$ cat src/rtl/mmio_uart_defs.sv
// Shared definitions for the MMIO UART transmitter: register indices,
// STATUS bit positions and the serialiser state encoding.
package mmio_uart_defs;

   localparam logic [1:0] REG_TXDATA  = 2'd0;
   localparam logic [1:0] REG_STATUS  = 2'd1;
   localparam logic [1:0] REG_DIVISOR = 2'd2;
   localparam logic [1:0] REG_IRQ_EN  = 2'd3;

   localparam int STAT_BUSY      = 0;
   localparam int STAT_FULL      = 1;
   localparam int STAT_EMPTY     = 2;
   localparam int STAT_OVERFLOW  = 3;
   localparam int STAT_COUNT_LSB = 8;

   typedef enum logic [1:0] {
      ST_IDLE  = 2'd0,
      ST_START = 2'd1,
      ST_DATA  = 2'd2,
      ST_STOP  = 2'd3
   } tx_state_t;

   // Baud counter counts down to zero; a divisor of 0 is treated as 1.
   function automatic logic [15:0] bit_reload(input logic [15:0] div);
      return (div == 16'd0) ? 16'd0 : div - 16'd1;
   endfunction

endpackage

$ cat src/rtl/sync_fifo.sv
// Pointer-based synchronous FIFO with first-word-fall-through output.
// A push on a full FIFO is accepted only when a pop frees a slot in the same cycle.
module sync_fifo #(
   parameter int WIDTH = 8,
   parameter int DEPTH = 8,
   localparam int AW = $clog2(DEPTH),
   localparam int CW = AW + 1
) (
   input  logic             clk,
   input  logic             rst_n,
   input  logic             push,
   input  logic             pop,
   input  logic [WIDTH-1:0] din,
   output logic [WIDTH-1:0] dout,
   output logic             full,
   output logic             empty,
   output logic [CW-1:0]    count
);

   logic [WIDTH-1:0] mem [DEPTH];
   logic [AW-1:0]    wr_ptr;
   logic [AW-1:0]    rd_ptr;
   logic             do_push;
   logic             do_pop;

   assign empty   = (count == '0);
   assign full    = (count == CW'(DEPTH));
   assign do_pop  = pop && !empty;
   assign do_push = push && (!full || do_pop);
   assign dout    = mem[rd_ptr];

   always_ff @(posedge clk) begin
      if (do_push) begin
         mem[wr_ptr] <= din;
      end
   end

   always_ff @(posedge clk or negedge rst_n) begin
      if (!rst_n) begin
         wr_ptr <= '0;
         rd_ptr <= '0;
         count  <= '0;
      end else begin
         if (do_push) begin
            wr_ptr <= wr_ptr + AW'(1);
         end
         if (do_pop) begin
            rd_ptr <= rd_ptr + AW'(1);
         end
         case ({do_push, do_pop})
            2'b10:   count <= count + CW'(1);
            2'b01:   count <= count - CW'(1);
            default: count <= count;
         endcase
      end
   end

endmodule

$ cat src/rtl/mmio_uart_tx.sv
// Memory-mapped 8N1 UART transmitter with a byte FIFO and combinational read path.
// Define MMIO_UART_TX_IRQ_EN to add the o_irq output and a writable IRQ_EN register.
module mmio_uart_tx
   import mmio_uart_defs::*;
#(
   parameter logic [29:0] BASE_ADDR  = 30'h0400_0000,
   parameter int          FIFO_DEPTH = 8,
   parameter int          CLK_DIV    = 16
) (
   input  logic        clk,
   input  logic        rst_n,
   input  logic [29:0] i_mmio_addr,
   input  logic [31:0] i_mmio_data,
   input  logic [3:0]  i_mmio_mask,
   input  logic        i_mmio_wren,
   output logic [31:0] o_mmio_data,
`ifdef MMIO_UART_TX_IRQ_EN
   output logic        o_irq,
`endif
   output logic        o_tx
);

   localparam int CW = $clog2(FIFO_DEPTH) + 1;

   logic          sel;
   logic          wr;
   logic [1:0]    reg_idx;
   logic          push_req;
   logic          pop;
   logic          full;
   logic          empty;
   logic [CW-1:0] count;
   logic [7:0]    fifo_dout;
   logic [15:0]   divisor;
   logic          overflow;
   logic [31:0]   status;
   tx_state_t     state;
   logic [15:0]   baud_cnt;
   logic [2:0]    bit_cnt;
   logic [7:0]    shift_reg;
   logic          unused_bits;
`ifdef MMIO_UART_TX_IRQ_EN
   logic          irq_en;
`endif

   assign sel      = (i_mmio_addr[29:2] == BASE_ADDR[29:2]);
   assign reg_idx  = i_mmio_addr[1:0];
   assign wr       = i_mmio_wren && sel;
   assign push_req = wr && (reg_idx == REG_TXDATA) && i_mmio_mask[0];

   // The FIFO is drained when idle, or at the last cycle of STOP so frames run back to back.
   assign pop = !empty && ((state == ST_IDLE) || ((state == ST_STOP) && (baud_cnt == 16'd0)));

   assign unused_bits = ^{i_mmio_data[31:16], i_mmio_mask[3:2]};

   sync_fifo #(
      .WIDTH (8),
      .DEPTH (FIFO_DEPTH)
   ) u_fifo (
      .clk   (clk),
      .rst_n (rst_n),
      .push  (push_req),
      .pop   (pop),
      .din   (i_mmio_data[7:0]),
      .dout  (fifo_dout),
      .full  (full),
      .empty (empty),
      .count (count)
   );

   always_ff @(posedge clk or negedge rst_n) begin
      if (!rst_n) begin
         divisor  <= 16'(CLK_DIV);
         overflow <= 1'b0;
`ifdef MMIO_UART_TX_IRQ_EN
         irq_en   <= 1'b0;
`endif
      end else begin
         if (push_req && full && !pop) begin
            overflow <= 1'b1;
         end else if (wr && (reg_idx == REG_STATUS) && i_mmio_mask[0] && i_mmio_data[STAT_OVERFLOW]) begin
            overflow <= 1'b0;
         end
         if (wr && (reg_idx == REG_DIVISOR)) begin
            if (i_mmio_mask[0]) divisor[7:0]  <= i_mmio_data[7:0];
            if (i_mmio_mask[1]) divisor[15:8] <= i_mmio_data[15:8];
         end
`ifdef MMIO_UART_TX_IRQ_EN
         if (wr && (reg_idx == REG_IRQ_EN) && i_mmio_mask[0]) begin
            irq_en <= i_mmio_data[0];
         end
`endif
      end
   end

   always_comb begin
      status = '0;
      status[STAT_BUSY]     = (state != ST_IDLE);
      status[STAT_FULL]     = full;
      status[STAT_EMPTY]    = empty;
      status[STAT_OVERFLOW] = overflow;
      status[STAT_COUNT_LSB +: 8] = 8'(count);
   end

   always_comb begin
      o_mmio_data = '0;
      if (sel) begin
         case (reg_idx)
            REG_STATUS:  o_mmio_data = status;
            REG_DIVISOR: o_mmio_data = {16'd0, divisor};
`ifdef MMIO_UART_TX_IRQ_EN
            REG_IRQ_EN:  o_mmio_data = {31'd0, irq_en};
`endif
            default:     o_mmio_data = '0;
         endcase
      end
   end

   // Serialiser: every state and every data bit lasts bit_reload(divisor)+1 cycles,
   // with the divisor sampled only at boundaries.
   always_ff @(posedge clk or negedge rst_n) begin
      if (!rst_n) begin
         state     <= ST_IDLE;
         baud_cnt  <= '0;
         bit_cnt   <= '0;
         shift_reg <= '0;
         o_tx      <= 1'b1;
      end else begin
         case (state)
            ST_IDLE: begin
               if (pop) begin
                  shift_reg <= fifo_dout;
                  baud_cnt  <= bit_reload(divisor);
                  bit_cnt   <= '0;
                  o_tx      <= 1'b0;
                  state     <= ST_START;
               end
            end
            ST_START: begin
               if (baud_cnt == 16'd0) begin
                  baud_cnt <= bit_reload(divisor);
                  o_tx     <= shift_reg[0];
                  state    <= ST_DATA;
               end else begin
                  baud_cnt <= baud_cnt - 16'd1;
               end
            end
            ST_DATA: begin
               if (baud_cnt == 16'd0) begin
                  baud_cnt <= bit_reload(divisor);
                  if (bit_cnt == 3'd7) begin
                     o_tx  <= 1'b1;
                     state <= ST_STOP;
                  end else begin
                     bit_cnt   <= bit_cnt + 3'd1;
                     shift_reg <= {1'b0, shift_reg[7:1]};
                     o_tx      <= shift_reg[1];
                  end
               end else begin
                  baud_cnt <= baud_cnt - 16'd1;
               end
            end
            ST_STOP: begin
               if (baud_cnt == 16'd0) begin
                  if (pop) begin
                     shift_reg <= fifo_dout;
                     baud_cnt  <= bit_reload(divisor);
                     bit_cnt   <= '0;
                     o_tx      <= 1'b0;
                     state     <= ST_START;
                  end else begin
                     state <= ST_IDLE;
                  end
               end else begin
                  baud_cnt <= baud_cnt - 16'd1;
               end
            end
            default: begin
               state <= ST_IDLE;
               o_tx  <= 1'b1;
            end
         endcase
      end
   end

`ifdef MMIO_UART_TX_IRQ_EN
   always_ff @(posedge clk or negedge rst_n) begin
      if (!rst_n) begin
         o_irq <= 1'b0;
      end else begin
         o_irq <= irq_en && empty && (state == ST_IDLE);
      end
   end
`endif

endmodule

$ cat config.mk
export PLATFORM = sky130hd
export DESIGN_NAME = mmio_uart_tx
export DESIGN_NICKNAME = d
export VERILOG_FILES = /design/src/rtl/mmio_uart_defs.sv /design/src/rtl/sync_fifo.sv /design/src/rtl/mmio_uart_tx.sv
export SDC_FILE = /design/constraint.sdc
export NUM_CORES = 1
export LEC_CHECK = 0
export CORE_ASPECT_RATIO = 2
export CORE_UTILIZATION = 25
export CTS_BUF_LIST = sky130_fd_sc_hd__clkbuf_16
export DETAILED_ROUTE_END_ITERATION = 7
export PLACE_DENSITY = 0.49
export SYNTH_ARGS = -nofsm -noshare
export SYNTH_HDL_FRONTEND = slang
export SYNTH_HIERARCHICAL = 1
export SYNTH_SLANG_ARGS = --single-unit
$ cat constraint.sdc
create_clock -name clk -period 3.85 [get_ports clk]
set_input_delay 0.5775 -clock clk [delete_from_list [all_inputs] [get_ports clk]]
set_output_delay 0.5775 -clock clk [all_outputs]
set_load 0.02 [all_outputs]
==> metrics.cfg, run 1 <==
[sta]
rsz0062_at_grt=no
tightest_slew_ns=0.8090
slew_viol_final=0
fin_tns_setup_ns=0
min_period_over_period_pct=91.39
hold_violations=0
fin_skew_ns=0.009780
layout_min_cycle_time_ns=3.519
fmax_mhz=284.2
slew_headroom_pct=46.07
whs_ns=0.1121
setup_viol=0

[setup_path]
cp_data_arrival_time_ns=3.80
crit_slowest_cell=or3_1
critical_path_buf_inv_count=4
required_ns=4.14
crit_top_cell=inv_1
path_delay_family=simple AND/OR/NAND/NOR gates
path_cells=inv_1 > ha_1 > nor4b_2 > a41oi_2 > or2_1 > clkinv_4 > inv_1 > or3_1 > inv_1 > ha_1 > a211oi_1 > or3_1 > o22a_1 > o221ai_1
worstSetupStartpointType=flip-flop
worst_path_largest_cell_delay_ns=0.44
end_kind=flip-flop
path_max_fanout=4
path_class=reg -> reg

[placed_design]
dp_hpwl_um=13330
port_buffers=67
gp_congestion=0.8024

[clock_network]
holdBufCountCts=0
cts_setup_buffers=0
cts_buffers=17
cts_tree=yes
h-tree-depth=4
root_buffer=clkbuf_16
clockBufferDepth=2
cts-resized-gates=0
insertion_delay_ns=0.43
cts_num_sinks=121
clk_pin_slew_ns=0.06

[route]
routed_wl_um=18140
avgRoutedWirePerCell_um=17.98
drt-pass1-iter-count=4
drc_errors=0
final_antenna_net_count=0
vias=4824
vias_per_cell=4.781
first_iter_violations=167

[yosys]
yosysSeqAreaShare_pct=50.01
synthFlopType=edfxtp_1
synth_async_sr_flop_share_pct=47.11
avgSynthCellArea_um2=11.69
synthCells=573
ys_ff_latch=121
synth.distinct_cells=71
synth_area_um2=6700
synth_edf_count=64
yosysWarnings=6

[final_layout]
largest_reg_flops=64
largest-register=u_fifo/mem
reg_top3=u_fifo/mem: 64 flops, baud_cnt: 16 flops, divisor: 16 flops
final_cell_mix=clkdlybuf4s50_1 (66), edfxtp_1 (64), dfrtp_1 (55), nor2_1 (52), nand2_1 (44)
mostFrequentLayoutCell=clkdlybuf4s50_1
diodes=0
drive_gt1_share_pct=19.25
nNetsFinal=739
fill_cells=2760
syn_to_final_growth_pct=24.18

[floorplan]
die_w_um=117.8
rows=84
core-area_um2=26280
start_util_pct=25.50
dieArea_um2=27500
ios=102
die_y_um=233.5

[global_routing]
grt_max_degree=39
grtUsageTotal_pct=14.12
grt_pass1_vias=5085
grt_pass1_wl_um=28810
overflow=0
antenna_found_initial=0

[run_status]
status=completed

[hold_path]
hold_path.class=in -> async

[power]
power_leakage_nw=3.330
cellPowerDensity_nw_per_um2=729.9
ir_drop_mv=0.5915

[job]
drv_cap=0

## through the flow
step	power [mW]	util, %	std cells	instance area [um^2]	worst slack, ns
finish	6.073	31.67	1009	8320	0.3315
global route	6.504	31.67	1009	8320	0.1053
CTS	6.135	31.67	1009	8320	0.3120
detailed placement	4.567	29.51	977	7754	0.3122
global placement	4.561	29.51	977	7754	0.3574
floorplan	3.945	-	588	6756	0.2991
## worst reg2reg max path, stage by stage (launching register included)
cell      delay, ns
dfrtp_1        0.43
inv_1          0.14
ha_1           0.16
nor4b_2        0.33
a41oi_2        0.29
or2_1          0.34
clkinv_4       0.06
inv_1          0.07
or3_1          0.44
inv_1          0.11
ha_1           0.22
a211oi_1       0.33
or3_1          0.21
o22a_1         0.14
o221ai_1       0.11
## cell type report
type                            count  area (um^2)  share of cell area (%)
Tap cell                          344        430.4                   5.173
Clock inverter                     15        141.4                   1.699
Sequential cell                   121         3351                   40.27
Inverter                           20        80.08                  0.9624
Timing Repair Buffer               90        838.3                   10.08
Clock buffer                       17        425.4                   5.113
Multi-Input combinational cell    402         3054                   36.71
## Yosys cell counts (6+ instances only)
master	count	area, um^2
inv_1	19	71.32
o22ai_1	12	75.07
nor2_1	52	195.2
o21ai_2	9	78.83
nand2b_1	6	37.54
nor3_1	18	90.09
and3_1	11	68.82
edfxtp_1	64	1922
mux4_2	16	360.4
xor2_1	12	105.1
nor4_1	9	56.30
mux2i_1	9	90.09
a21oi_1	23	115.1
clkbuf_1	13	48.80
mux2_2	26	292.8
dfrtp_1	55	1376
ha_1	17	212.7
nand3_1	8	40.04
xnor2_1	17	148.9
buf_4	20	150.1
o21ai_0	9	45.04
a22oi_1	13	97.59
nand2_1	44	165.2
## path summary, 6_finish.rpt
path | startpoint | end | slack [ns] | cells after the start
worst min-delay path | rst_n | state[0] | 0.11 | 1
worst max register to register | baud_cnt[0] | u_fifo/count[3] | 0.33 | 14
min in group clk | o_tx | o_tx | 0.46 | 2
worst min register to register | o_tx | o_tx | 0.46 | 2
worst max-delay path | baud_cnt[0] | u_fifo/count[3] | 0.33 | 14
max in group asynchronous | rst_n | u_fifo/rd_ptr[2] | 2.79 | 2
## cell families after synthesis
logic type | share of synthesized area (%)
and+or+nand+nor | 14.92
xor gates and xnor gates | 3.791
adders and majority gates | 3.473
AOI/OAI and AO/OA | 11.11
other | 0.05597
buffers and inverters | 5.378
DFF | 50.01
muxes | 11.26
## routing by layer
metal | vias to the layer above | share of wire [%] | global-route usage (%)
met2 | 148 | 58 | 28.29
met4 | 0 | 3.8 | 7.933
met5 | - | 0 | 0
li1 | 2263 | - | -
met3 | 28 | 3.3 | 2.539
met1 | 2385 | 35 | 13.12
## power breakdown
part / switching (mW) / total (mW) / leakage (nW) / internal [mW]
sequential: 0.156 / 1.66 / 1.32 / 1.51
clock: 0.641 / 1.54 / 0.277 / 0.899
combinational: 1.61 / 2.87 / 1.73 / 1.26
total: 2.41 / 6.07 / 3.33 / 3.66
Power figures use the tool's default switching activity.
==> inputs of run 2 (changes only) <==
DONT_BUFFER_PORTS = 1   (was default)
PLACE_DENSITY = 0.44   (was 0.49)
==> run 2 against run 1 <==
Effect of this change: first-iteration DRC count up 3.0%; critical path depth unchanged; cell count fell by 6.6%; register-to-register slack gained 0.04 ns; clock power rose by 6%; sequential power is essentially flat; combinational power decreased by 2%; via count shrank 4.3%; count of clock-buffer cells in the layout is the same; sequential share of layout area grew 3.2 points; fmax up 1.1%; global-route usage decreased by 0.41 points; critical endpoint unchanged; largest cell class unchanged; largest power group unchanged.
==> metrics.cfg, run 2 (synthesized netlist as in run 1, its figures left out) <==
[global_routing]
grt_pass1_wl_um=27710  ; was 28810 um
grtUsageTotal_pct=13.72  ; was 14.12%
overflow=0  ; unchanged
grt_max_degree=56  ; was 39
grt_pass1_vias=4829  ; was 5085
antenna_found_initial=0  ; unchanged

[route]
first_iter_violations=172  ; was 167
maxUsedRoutingLayer=met4  ; unchanged
drt-pass1-iter-count=5  ; was 4
dr_wl_met2_um=10400  ; was 10520 um
wl_met1_um=6415  ; was 6326 um
routed_wl_um=17960  ; was 18140 um
vias=4615  ; was 4824
avgRoutedWirePerCell_um=19.07  ; was 17.98 um
drc_errors=0  ; unchanged
final_antenna_net_count=0  ; unchanged
wl_met3_um=629  ; was 601 um
vias_per_cell=4.899  ; was 4.781

[final_layout]
largest-register=u_fifo/mem  ; unchanged
final_cells=942  ; was 1009
reg_top3=u_fifo/mem: 64 flops, baud_cnt: 16 flops, divisor: 16 flops  ; unchanged
largest_reg_flops=64  ; unchanged
drive_gt1_share_pct=20.57  ; was 19.25%
regArea_um2=3351  ; unchanged
syn_to_final_growth_pct=15.07  ; was 24.18%
multi_input_area_um2=3054  ; unchanged
diodes=0  ; unchanged
mostFrequentLayoutCell=edfxtp_1  ; was clkdlybuf4s50_1
fill_cells=2737  ; was 2760
nNetsFinal=672  ; was 739
final_cell_mix=edfxtp_1 (64), dfrtp_1 (55), nor2_1 (52), nand2_1 (44), mux2_2 (26)  ; was clkdlybuf4s50_1 (66), edfxtp_1 (64), dfrtp_1 (55), nor2_1 (52), nand2_1 (44)

[sta]
rsz0062_at_grt=no  ; unchanged
setup_viol=0  ; unchanged
layout_min_cycle_time_ns=3.481  ; was 3.519 ns
min_period_over_period_pct=90.40  ; was 91.39%
tightest_slew_ns=0.8196  ; was 0.8090 ns
slew_headroom_pct=45.36  ; was 46.07%
fin_tns_setup_ns=0  ; unchanged
slew_viol_final=0  ; unchanged
fin_skew_ns=0.007201  ; was 0.009780 ns
fmax_mhz=287.3  ; was 284.2 MHz
hold_violations=0  ; unchanged

[job]
drv_cap=0  ; unchanged

[power]
seq_power_share_pct=27.2  ; was 27.4%
pwr-share-clk_pct=26.7  ; was 25.3%
p_int_mw=3.726  ; was 3.664 mW
switchingPower_mw=2.377  ; was 2.409 mW
combPwrFrac_pct=46.1  ; was 47.3%
power_switching_share_pct=38.95  ; was 39.67%
power_leakage_nw=3.097  ; was 3.330 nW
cellPowerDensity_nw_per_um2=791.6  ; was 729.9 nW/um^2
ir_drop_mv=0.6916  ; was 0.5915 mV

[setup_path]
worst_path_largest_cell_delay_ns=0.43  ; was 0.44 ns
crit_slowest_cell=dfrtp_1  ; was or3_1
path_max_fanout=4  ; unchanged
crit_top_cell=inv_1  ; unchanged
path_delay_family=simple AND/OR/NAND/NOR gates  ; unchanged
worstSetupStartpointType=flip-flop  ; unchanged
end_kind=flip-flop  ; unchanged
path_cells=inv_1 > ha_1 > nor4b_2 > a41oi_2 > or2_1 > clkinv_4 > inv_1 > or3_1 > inv_1 > ha_1 > a211oi_1 > or3_1 > o22a_1 > o221ai_1  ; unchanged
required_ns=4.14  ; about the same
cp_data_arrival_time_ns=3.77  ; was 3.80 ns
path_class=reg -> reg  ; unchanged
critical_path_buf_inv_count=4  ; unchanged

[run_status]
status=completed  ; unchanged

[floorplan]
start_util_pct=25.50  ; unchanged
die_w_um=117.8  ; unchanged
ios=102  ; unchanged
die_y_um=233.5  ; unchanged
core-area_um2=26280  ; unchanged
dieArea_um2=27500  ; unchanged
rows=84  ; unchanged

[placed_design]
port_buffers=0  ; was 67
dp_cells=908  ; was 977
dp_hpwl_um=12990  ; was 13330 um
gp_congestion=0.8549  ; was 0.8024

[clock_network]
cts_setup_buffers=0  ; unchanged
clk_pin_slew_ns=0.06  ; about the same
cts_num_sinks=121  ; unchanged
root_buffer=clkbuf_16  ; unchanged
h-tree-depth=4  ; unchanged
clockBufferDepth=2  ; unchanged
holdBufCountCts=2  ; was 0
cts_tree=yes  ; unchanged
cts-resized-gates=0  ; unchanged
insertion_delay_ns=0.43  ; about the same
cts_buffers=17  ; unchanged

[hold_path]
hold_path.class=in -> async  ; unchanged

==> run 2: final timing paths <==
kind	end	start	cells after the start	slack, ns
worst min register to register	shift_reg[5]	shift_reg[5]	2	0.48
worst min-delay path	baud_cnt[14]	rst_n	1	0.02
min in group clk	u_fifo/mem[3][7]	i_mmio_data[7]	0	0.24
worst max-delay path	u_fifo/count[3]	baud_cnt[0]	14	0.37
worst max register to register	u_fifo/count[3]	baud_cnt[0]	14	0.37
max in group asynchronous	o_tx	rst_n	1	3.04
==> run 2: final cells by class <==
cell class	count	share of cell area, %
sequential	121	43.46
multi-input combinational	402	39.61
tap	344	5.583
clock buffer	17	5.518
timing repair buffer	23	2.532
clock inverter	15	2.256
inverter	20	1.039
==> run 2: layer usage <==
layer	vias to the layer above	global-route usage, %
met3	29	2.808
met2	136	27.57
li1	2129	-
met1	2321	12.57
met5	-	0
met4	0	7.372
==> run 2: per-stage QoR <==
step	power, mW	area (um^2)	utilization, %	setup WS (ns)	hold slack (ns)
after floorplan	3.945	6756	-	0.2991	0.2819
after CTS	6.138	7710	29.34	0.3824	0.02245
after global placement	4.416	7073	26.92	0.4560	0.2882
after detailed placement	4.475	7073	26.92	0.4020	0.2879
after global routing	6.515	7710	29.34	0.1576	0.03099
final	6.103	7710	29.34	0.3695	0.01711
==> run 2: power by group through the flow <==
stage | Sequential [mW] | Clock, mW | Combinational, mW
after floorplan | 1.62 | 0 | 2.32
after CTS | 1.67 | 1.66 | 2.82
after global placement | 1.69 | 0 | 2.73
final | 1.66 | 1.63 | 2.81
after detailed placement | 1.69 | 0 | 2.78
after global routing | 1.68 | 1.71 | 3.12
